File: config.mk
export PLATFORM = sky130hd
export DESIGN_NAME = pq_sched
export DESIGN_NICKNAME = d
export VERILOG_FILES = /design/src/rtl/pq_sched.sv
export SDC_FILE = /design/constraint.sdc
export NUM_CORES = 1
export LEC_CHECK = 0
export ABC_AREA = 1
export BUFFER_PORTS_ARGS = -buffer_cell sky130_fd_sc_hd__buf_4
export CAP_MARGIN = 40
export CELL_PAD_IN_SITES_DETAIL_PLACEMENT = 1
export CELL_PAD_IN_SITES_GLOBAL_PLACEMENT = 1
export CORE_ASPECT_RATIO = 0.7
export CORE_UTILIZATION = 25
export CTS_BUF_LIST = sky130_fd_sc_hd__clkbuf_4 sky130_fd_sc_hd__clkbuf_8
export DETAILED_ROUTE_END_ITERATION = 6
export PLACE_DENSITY_LB_ADDON = 0.1
export SYNTH_ARGS = -nofsm -noshare
export SYNTH_HDL_FRONTEND = slang
export SYNTH_SLANG_ARGS = --single-unit
export TNS_END_PERCENT = 20
File: constraint.sdc
create_clock -name clk -period 3.2 [get_ports clk]
set_clock_uncertainty 0.2 [all_clocks]
set_input_delay 0.48 -clock clk [delete_from_list [all_inputs] [get_ports clk]]
set_output_delay 0.48 -clock clk [all_outputs]
set_load 0.02 [all_outputs]
File: src/rtl/pq_sched.sv
// Round-robin front end that serialises N clients' enqueue/dequeue requests onto a single
// max-first priority queue port, tracking occupancy and answering dequeues on empty locally.
module pq_sched #(
    parameter int unsigned N = 4,
    parameter int unsigned L = 3,
    parameter int unsigned W = 32
) (
    input  logic                 clk,
    input  logic                 rst,
    input  logic [N-1:0]         enq_valid,
    input  logic [N*W-1:0]       enq_value,
    output logic [N-1:0]         enq_ready,
    input  logic [N-1:0]         deq_req,
    output logic [N-1:0]         deq_gnt,
    output logic                 deq_resp_valid,
    output logic [$clog2(N)-1:0] deq_resp_id,
    output logic [W-1:0]         deq_resp_value,
    output logic                 deq_resp_empty,
    output logic [L-1:0]         count,
    output logic                 err,
    output logic                 pq_enq_valid,
    output logic [W-1:0]         pq_enq_value,
    input  logic                 pq_enq_ready,
    output logic                 pq_deq_req,
    input  logic [W-1:0]         pq_deq_value,
    input  logic                 pq_deq_valid
);

    localparam int unsigned S   = 2 * N;
    localparam int unsigned SW  = $clog2(S);
    localparam int unsigned IdW = $clog2(N);
    localparam int unsigned Cap = (1 << L) - 1;

    typedef enum logic {StIdle, StBusy} state_e;
    typedef enum logic [1:0] {OpEnq, OpDeq, OpEmpty} op_e;

    state_e         state_q, state_d;
    op_e            op_q, op_d;
    logic [SW-1:0]  rr_q, rr_d;
    logic [IdW-1:0] id_q, id_d;
    logic [L-1:0]   count_q, count_d;
    logic           err_q, err_d;
    logic           resp_valid_q, resp_valid_d;
    logic [IdW-1:0] resp_id_q, resp_id_d;
    logic [W-1:0]   resp_value_q, resp_value_d;
    logic           resp_empty_q, resp_empty_d;

    logic [S-1:0]   elig;
    logic           found;
    logic [SW-1:0]  win;
    logic [SW:0]    idx;
    logic           win_is_enq;
    logic [SW-1:0]  win_off;
    logic [IdW-1:0] win_id;

    // Slots 0..N-1 are enqueue requests, N..2N-1 are dequeue requests.
    always_comb begin
        for (int unsigned i = 0; i < N; i++) begin
            elig[i]     = enq_valid[i] && (count_q != L'(Cap));
            elig[N + i] = deq_req[i];
        end
    end

    always_comb begin
        found = 1'b0;
        win   = '0;
        idx   = '0;
        for (int unsigned k = 0; k < S; k++) begin
            idx = {1'b0, rr_q} + (SW + 1)'(k);
            if (idx >= (SW + 1)'(S)) begin
                idx = idx - (SW + 1)'(S);
            end
            if (!found && elig[idx[SW-1:0]]) begin
                found = 1'b1;
                win   = idx[SW-1:0];
            end
        end
    end

    assign win_is_enq = (win < SW'(N));
    assign win_off    = win_is_enq ? win : win - SW'(N);
    assign win_id     = win_off[IdW-1:0];

    always_comb begin
        state_d      = state_q;
        op_d         = op_q;
        rr_d         = rr_q;
        id_d         = id_q;
        count_d      = count_q;
        err_d        = err_q;
        resp_valid_d = 1'b0;
        resp_id_d    = '0;
        resp_value_d = '0;
        resp_empty_d = 1'b0;
        enq_ready    = '0;
        deq_gnt      = '0;
        pq_enq_valid = 1'b0;
        pq_enq_value = '0;
        pq_deq_req   = 1'b0;

        unique case (state_q)
            StIdle: begin
                // An enqueue winner stalls the whole arbiter while the queue is not ready.
                if (!rst && found && (!win_is_enq || pq_enq_ready)) begin
                    if (win_is_enq) begin
                        enq_ready[win_id] = 1'b1;
                        pq_enq_valid      = 1'b1;
                        pq_enq_value      = enq_value[win_id*W +: W];
                        op_d              = OpEnq;
                    end else begin
                        deq_gnt[win_id] = 1'b1;
                        if (count_q != '0) begin
                            pq_deq_req = 1'b1;
                            op_d       = OpDeq;
                        end else begin
                            op_d = OpEmpty;
                        end
                    end
                    rr_d    = (win == SW'(S - 1)) ? '0 : win + SW'(1);
                    id_d    = win_id;
                    state_d = StBusy;
                end
            end
            StBusy: begin
                state_d = StIdle;
                case (op_q)
                    OpEnq: count_d = count_q + L'(1);
                    OpDeq: begin
                        resp_valid_d = 1'b1;
                        resp_id_d    = id_q;
                        if (pq_deq_valid) begin
                            resp_value_d = pq_deq_value;
                            count_d      = count_q - L'(1);
                        end else begin
                            resp_empty_d = 1'b1;
                            err_d        = 1'b1;
                        end
                    end
                    OpEmpty: begin
                        resp_valid_d = 1'b1;
                        resp_id_d    = id_q;
                        resp_empty_d = 1'b1;
                    end
                    default: ;
                endcase
            end
            default: state_d = StIdle;
        endcase
    end

    always_ff @(posedge clk) begin
        if (rst) begin
            state_q      <= StIdle;
            op_q         <= OpEnq;
            rr_q         <= '0;
            id_q         <= '0;
            count_q      <= '0;
            err_q        <= 1'b0;
            resp_valid_q <= 1'b0;
            resp_id_q    <= '0;
            resp_value_q <= '0;
            resp_empty_q <= 1'b0;
        end else begin
            state_q      <= state_d;
            op_q         <= op_d;
            rr_q         <= rr_d;
            id_q         <= id_d;
            count_q      <= count_d;
            err_q        <= err_d;
            resp_valid_q <= resp_valid_d;
            resp_id_q    <= resp_id_d;
            resp_value_q <= resp_value_d;
            resp_empty_q <= resp_empty_d;
        end
    end

    assign deq_resp_valid = resp_valid_q;
    assign deq_resp_id    = resp_id_q;
    assign deq_resp_value = resp_value_q;
    assign deq_resp_empty = resp_empty_q;
    assign count          = count_q;
    assign err            = err_q;

endmodule

; Yosys cells after proc, flatten, opt, wreduce, memory -nomap -nowiden
; Index checks and enable logic that the tools add are counted.
[word_totals]
register_bits = 48
latch_bits = 0
ramBits = 0
mem_bits_ro = 0
input_bits = 172
out_inout_bits = 82
n_memories = 0
[op_classes]
add_sub_neg = 19
multipliers = 0
n_div = 0
n_lt_le_gt_ge = 19
n_eq_ne = 5
n_shift = 1
mux = 69
bitwise = 4
n_reduce_logical = 34
[ops]
columns = operator, count
row1 = indexed part select 128 x 8 -> 32 bit, 1
row2 = two-way mux 32 bit, 3
row3 = two-way mux 3 bit, 18
row4 = "< comparator 3 x 4 -> 1 bit, second input constant", 8
row5 = "greater-or-equal comparator 4 bit, second input constant", 7
row6 = two-way mux 1 bit, 27
row7 = "subtractor 3 x 1 -> 3 bit, second input constant", 9
row8 = binary-select mux 1 bit (select 3 bit), 8
row9 = two-way mux 4 bit, 6
row10 = "adder 3 x 3 -> 4 bit, second input constant", 4
row11 = logical AND 1 bit, 14
row12 = logical NOT 1 bit, 9
row13 = "adder 3 x 2 -> 4 bit, second input constant", 2
row14 = "adder 3 x 1 -> 3 bit, second input constant", 2
row15 = two-way mux 2 bit, 3
row16 = one-hot mux 3 bit (2 select lines), 1
row17 = AND reduction 3 bit, 2
row18 = "adder 3 x 1 -> 4 bit, second input constant", 1
row19 = "greater-or-equal comparator 3 x 4 -> 1 bit, second input constant", 1
row20 = NOT 1 bit, 4
row21 = one-hot mux 1 bit (2 select lines), 2
row22 = OR reduction 2 bit, 2
row23 = OR reduction 4 bit, 1
row24 = "equality test 3 bit, second input constant", 1
row25 = 15 further kinds, 15

; Logic depth before layout (Yosys ltp)
[depth]
word_depth = 35
mapped_depth = 26

; Worst setup path before layout
; OpenSTA, ideal clock, no wires.
[synth_timing]
path_kind = reg2out
startpoint = reg rr_q[1]
endpoint = out deq_gnt[3]
arrival_time_ns = 3.177
t_required_ns = 2.520
path_slack_ns = -0.657
path_stages_with_launch = 23
n_path_buf = 4
path_cell_list = dfxtp_1 > buf_4 > inv_1 > ha_1 > buf_2 > inv_1 > nand2_1 > nand2_1 > inv_1 > nand2_1 > nand2_1 > nor2_2 > nand4_2 > nor2_4 > nand3_2 > nand3_2 > nand2_2 > buf_6 > buf_6 > inv_1 > ha_1 > ha_1 > a21boi_0
[synth_between]
elab_chain_cells = 35
[synth_lines]
columns = item, line_no
row1 = "start, declared", 39  ; logic [SW-1:0] rr_q, rr_d;
row2 = "start signal, assigned", 166  ; rr_q <= rr_d;
row3 = "parallel branches: the longest is 25 deep, another holds adder 3 x 1 -> 4 bit", --
row4 = two-way mux 3 bit (*), 73  ; if (!found && elig[idx[SW-1:0]]) begin
row5 = via win[0], 50  ; logic [SW-1:0] win;
row6 = < comparator 3 bit or subtractor 2 x 1 -> 2 bit (tied branches), "80, 81"
row7 = two-way mux 2 bit, 81  ; assign win_off = win_is_enq ? win : win - SW'(N);
row8 = < comparator 2 x 3 -> 1 bit (not written as such) or greater-or-equal comparator 2 x 1 -> 1 bit (tied branches), 111  ; deq_gnt[win_id] = 1'b1;
row9 = logical AND 1 bit (not written as such), 111
row10 = two-way mux 1 bit (not written as such), 111
row11 = demux 1 bit (select 2 bit), 111
row12 = two-way mux 4 bit, 105  ; if (win_is_enq) begin
row13 = two-way mux 4 bit (*), 104  ; if (!rst && found && (!win_is_enq || pq_enq_ready)) begin
row14 = two-way mux 4 bit (*), 101  ; unique case (state_q)
row15 = "end, declared", 14  ; output logic [N-1:0] deq_gnt,
; Mark *: on every way through the listed nets, which the timed path passes. The select of a mux whose other input is x is not followed.

; Worst setup path in the final report
[layout_timing]
startpoint = reg rr_q[0]
endpoint = out deq_gnt[3]
; Same word-level chain as after synthesis.

==> metrics.txt <==
Adder-Cell Fraction of Synth Area 0.03960; final design utilization 0.5010; Slew @ Worst Pin 517.8 ps; Sw Pwr 0.005815 W; Startpoint Class flip-flop; top cells by area, synth sky130_fd_sc_hd__dfxtp_1, sky130_fd_sc_hd__nand2_1, sky130_fd_sc_hd__nand3_1, sky130_fd_sc_hd__nor2_1, sky130_fd_sc_hd__inv_1; Post-Synthesis Net Count 863; CP Data Arrival Time 3040 ps; commonest non-fill, non-tap cells in the layout sky130_fd_sc_hd__buf_4, sky130_fd_sc_hd__nand2_1, sky130_fd_sc_hd__nand3_1, sky130_fd_sc_hd__nor2_1, sky130_fd_sc_hd__inv_1; power per unit of standard cell area 1439 nW/um^2; clk sinks 48; via count of the first global-routing pass 5896; area share of and/or/nand/nor cells after synthesis 0.5270; Clk network pwr share 0.041; synthesized instance count 679; vias post-DR 5601; TritonCTS clock tree yes; initial core utilization 0.2561; min setup slack post-route -524.2 ps; H-tree levels 2; number of buffer and inverter instances along the worst setup path 6; detailed router's first-iteration violation count 246; count of buffers inserted at the top-level ports 253; Hold WS 175.2 ps; row count 38; Pint 0.005392 W; highest achievable clock rate 268.5 MHz; register bit total from synthesis 48; Worst-Skew Late Latency 310 ps; Compound-Gate Fraction of Synth Area 0.03457; most frequent standard cell in the layout excluding fill and tap cells sky130_fd_sc_hd__buf_4; peak ir drop on the vdd network 0.0009193 V; routability-driven placement congestion ratio 0.8853; post-DP HPWL 13.98 mm; Inserted Clock Buffers 5; clock-pin slew of the registers on the worst-case setup and hold paths 90 ps; biggest area consumer among synthesized cells sky130_fd_sc_hd__dfxtp_1; combinational family with the most area after synthesis simple AND/OR/NAND/NOR gates; final standard cell count with taps included and fillers excluded 1201; first-pass GRT wire length 28.54 mm; Syn Area/Cell 5.864 sq um; proportion of layout cells with a drive suffix above 1 0.5045; time the worst path needs with I/O delays and setup 3724 ps; status complete, but fails checks; post-detailed-route count of antenna-violating nets 0; number of antenna violations at the first check in global routing 0; cell total after placement 1164; Synth-to-Final Area Change 95.63%; register share of total power 0.065; delay-heaviest family, CP simple AND/OR/NAND/NOR gates; Routed WL 19.19 mm; I/O pin count 254; slowest cell on the critical path sky130_fd_sc_hd__dfxtp_4; Synth warnings 0; post-route fraction of the period consumed by the critical path 1.164; crit path capture type primary output; Comb power frac 0.895; RSZ-0062 raised after global routing yes; net count of the finished layout 1184; Hold/Removal Path Class primary input to flip-flop; sequential fraction of the synthesis area 0.2414; Bufs on Longest Clock Path 2; CTS Root Buffer Type sky130_fd_sc_hd__clkbuf_8; CORE AREA 15550 sq um; number of maximum-capacitance violations 0; die boundary height 107.6 microns; WS Path Type flip-flop to primary output; DRC viols 7; static leakage 4.124 nW; final-layout setup total negative slack -18830 ps; leftover overflow at the end of global routing 0; global router's overall resource usage 0.2153; post-cts hold buffer count 0; setup violators final 42; final hold vios 0; area of the mapped netlist 3981 sq um; area share of the largest cell type after synthesis 0.2414; maximum number of pins on one net before global-route repair 33; post-synthesis cell type count 39; Slew HR 0.6522; net switching share of the total power 0.5189; diodes inserted 0; synthesized-area fraction occupied by xor and xnor cells 0.008485; Max Transition Viols Final 0; critical path required time 2520 ps; drt via density 4.664; post-DR wirelength/cell 15.98 microns; post-synthesis mux area share 0; largest fanout on the critical path 6; Die Footprint 16440 sq um; length of the first detailed-routing pass in iterations 7; Cell Chain, Critical Path ha_2 > xor2_4 > inv_1 > nand3_2 > nand2_4 > nand2_2 > buf_4 > nand2_1 > inv_2 > nor2_2 > nor2_2 > nand3_4 > nand2_8 > buf_12 > clkinv_8 > ha_4 > ha_4 > a21boi_4 > buf_6; floorplan die width 152.8 microns; largest stage delay on the critical path 400 ps; violations in the final reports DRC, setup timing
==> worst register-to-register path: stages (launching register included) <==
cell and delay [ps]:
sky130_fd_sc_hd__dfxtp_4 400, sky130_fd_sc_hd__ha_2 240, sky130_fd_sc_hd__xor2_4 210, sky130_fd_sc_hd__inv_1 120
sky130_fd_sc_hd__nand3_2 140, sky130_fd_sc_hd__nand2_4 80, sky130_fd_sc_hd__nand2_2 70, sky130_fd_sc_hd__buf_4 100
sky130_fd_sc_hd__nand2_1 80, sky130_fd_sc_hd__inv_2 60, sky130_fd_sc_hd__nor2_2 40, sky130_fd_sc_hd__nor2_2 170
sky130_fd_sc_hd__nand3_4 140, sky130_fd_sc_hd__nand2_8 140, sky130_fd_sc_hd__buf_12 130, sky130_fd_sc_hd__clkinv_8 40
sky130_fd_sc_hd__ha_4 170, sky130_fd_sc_hd__ha_4 260, sky130_fd_sc_hd__inv_1 40, sky130_fd_sc_hd__nand2_1 60
sky130_fd_sc_hd__nand2_1 50, sky130_fd_sc_hd__nor2_1 80
==> cells in the mapped netlist (all sizes together) <==
cell / count
clkinv: 1
ha: 11
nor3: 4
nor2: 126
a31oi: 2
nand2: 199
dfxtp: 48
xnor2: 1
buf: 36
and2: 3
or2: 1
a22o: 1
nand3b: 1
a21oi: 8
inv: 77
nand4: 3
fa: 1
nand3: 137
and3: 1
o21ai: 10
a21boi: 3
xor2: 2
clkbuf: 3
==> path summary, 6_finish.rpt <==
path / startpoint / end / slack [ps] / cells after the start
setup / recovery: rr_q[0] / deq_gnt[3] / -520 / 19
hold / removal: rst / op_q[1] / 180 / 2
setup reg to reg: rr_q[0] / rr_q[2] / 140 / 21
hold reg to reg: id_q[1] / deq_resp_id[1] / 270 / 2
==> routing by layer <==
| metal | routed length (microns) | vias to the layer above | global-route usage |
|---|---|---|---|
| met1 | 8111 | 2684 | 0.2523 |
| met2 | 9749 | 140 | 0.3968 |
| met5 | 0 | - | 0 |
| met3 | 1087 | 20 | 0.05354 |
| li1 | - | 2757 | - |
| met4 | 240 | 0 | 0.04545 |
==> stage by stage <==
stage,cell area (sq um),power (W),setup WS [ps]
after floorplan,4063,0.005627,-106.8
after global placement,6543,0.007819,-176.5
after detailed placement,6543,0.008028,-332.7
after CTS,7127,0.009760,-462.9
after global routing,7789,0.01212,-718.8
final,7789,0.01121,-524.2
==> timing repair <==
action / 4_1_cts / 5_1_grt
gates cloned: 4 / 2
pin swaps: 18 / 55
resized for setup: 54 / 155
setup buffers: 14 / 14
setup endpoints to repair: 42 / 49
==> flip-flops by register name, summed over array words and instances, names as in the netlist <==
register        cells
rr_q                3
state_q             1
deq_resp_value     32
deq_resp_valid      1
op_q                2
count               3
deq_resp_empty      1
err                 1
deq_resp_id         2
id_q                2
==> power groups by stage <==
stage                     registers [W]  clock network [W]  logic, W
after CTS                      0.000711           0.000471   0.00858
after global placement         0.000709                  0   0.00711
after global routing           0.000730           0.000498    0.0109
after floorplan                0.000721                  0   0.00491
final                          0.000724           0.000456    0.0100
after detailed placement       0.000715                  0   0.00731
==> kinds of logic after synthesis <==
family          Yosys count
compound gates           24
xor+xnor                  3
fa+ha+maj                12
buf+inv                 117
flops                    48
simple gates            475
==> area by class of cell <==
class	instances	area (sq um)
Multi-Input combinational cell	514	3079
Clock inverter	3	46.29
Sequential cell	48	973.4
Inverter	78	335.3
Clock buffer	5	68.82
Timing Repair Buffer	353	3035
Fill cell	2011	7759
Tap cell	200	250.2
No activity file was read; power rests on OpenSTA's default activity.
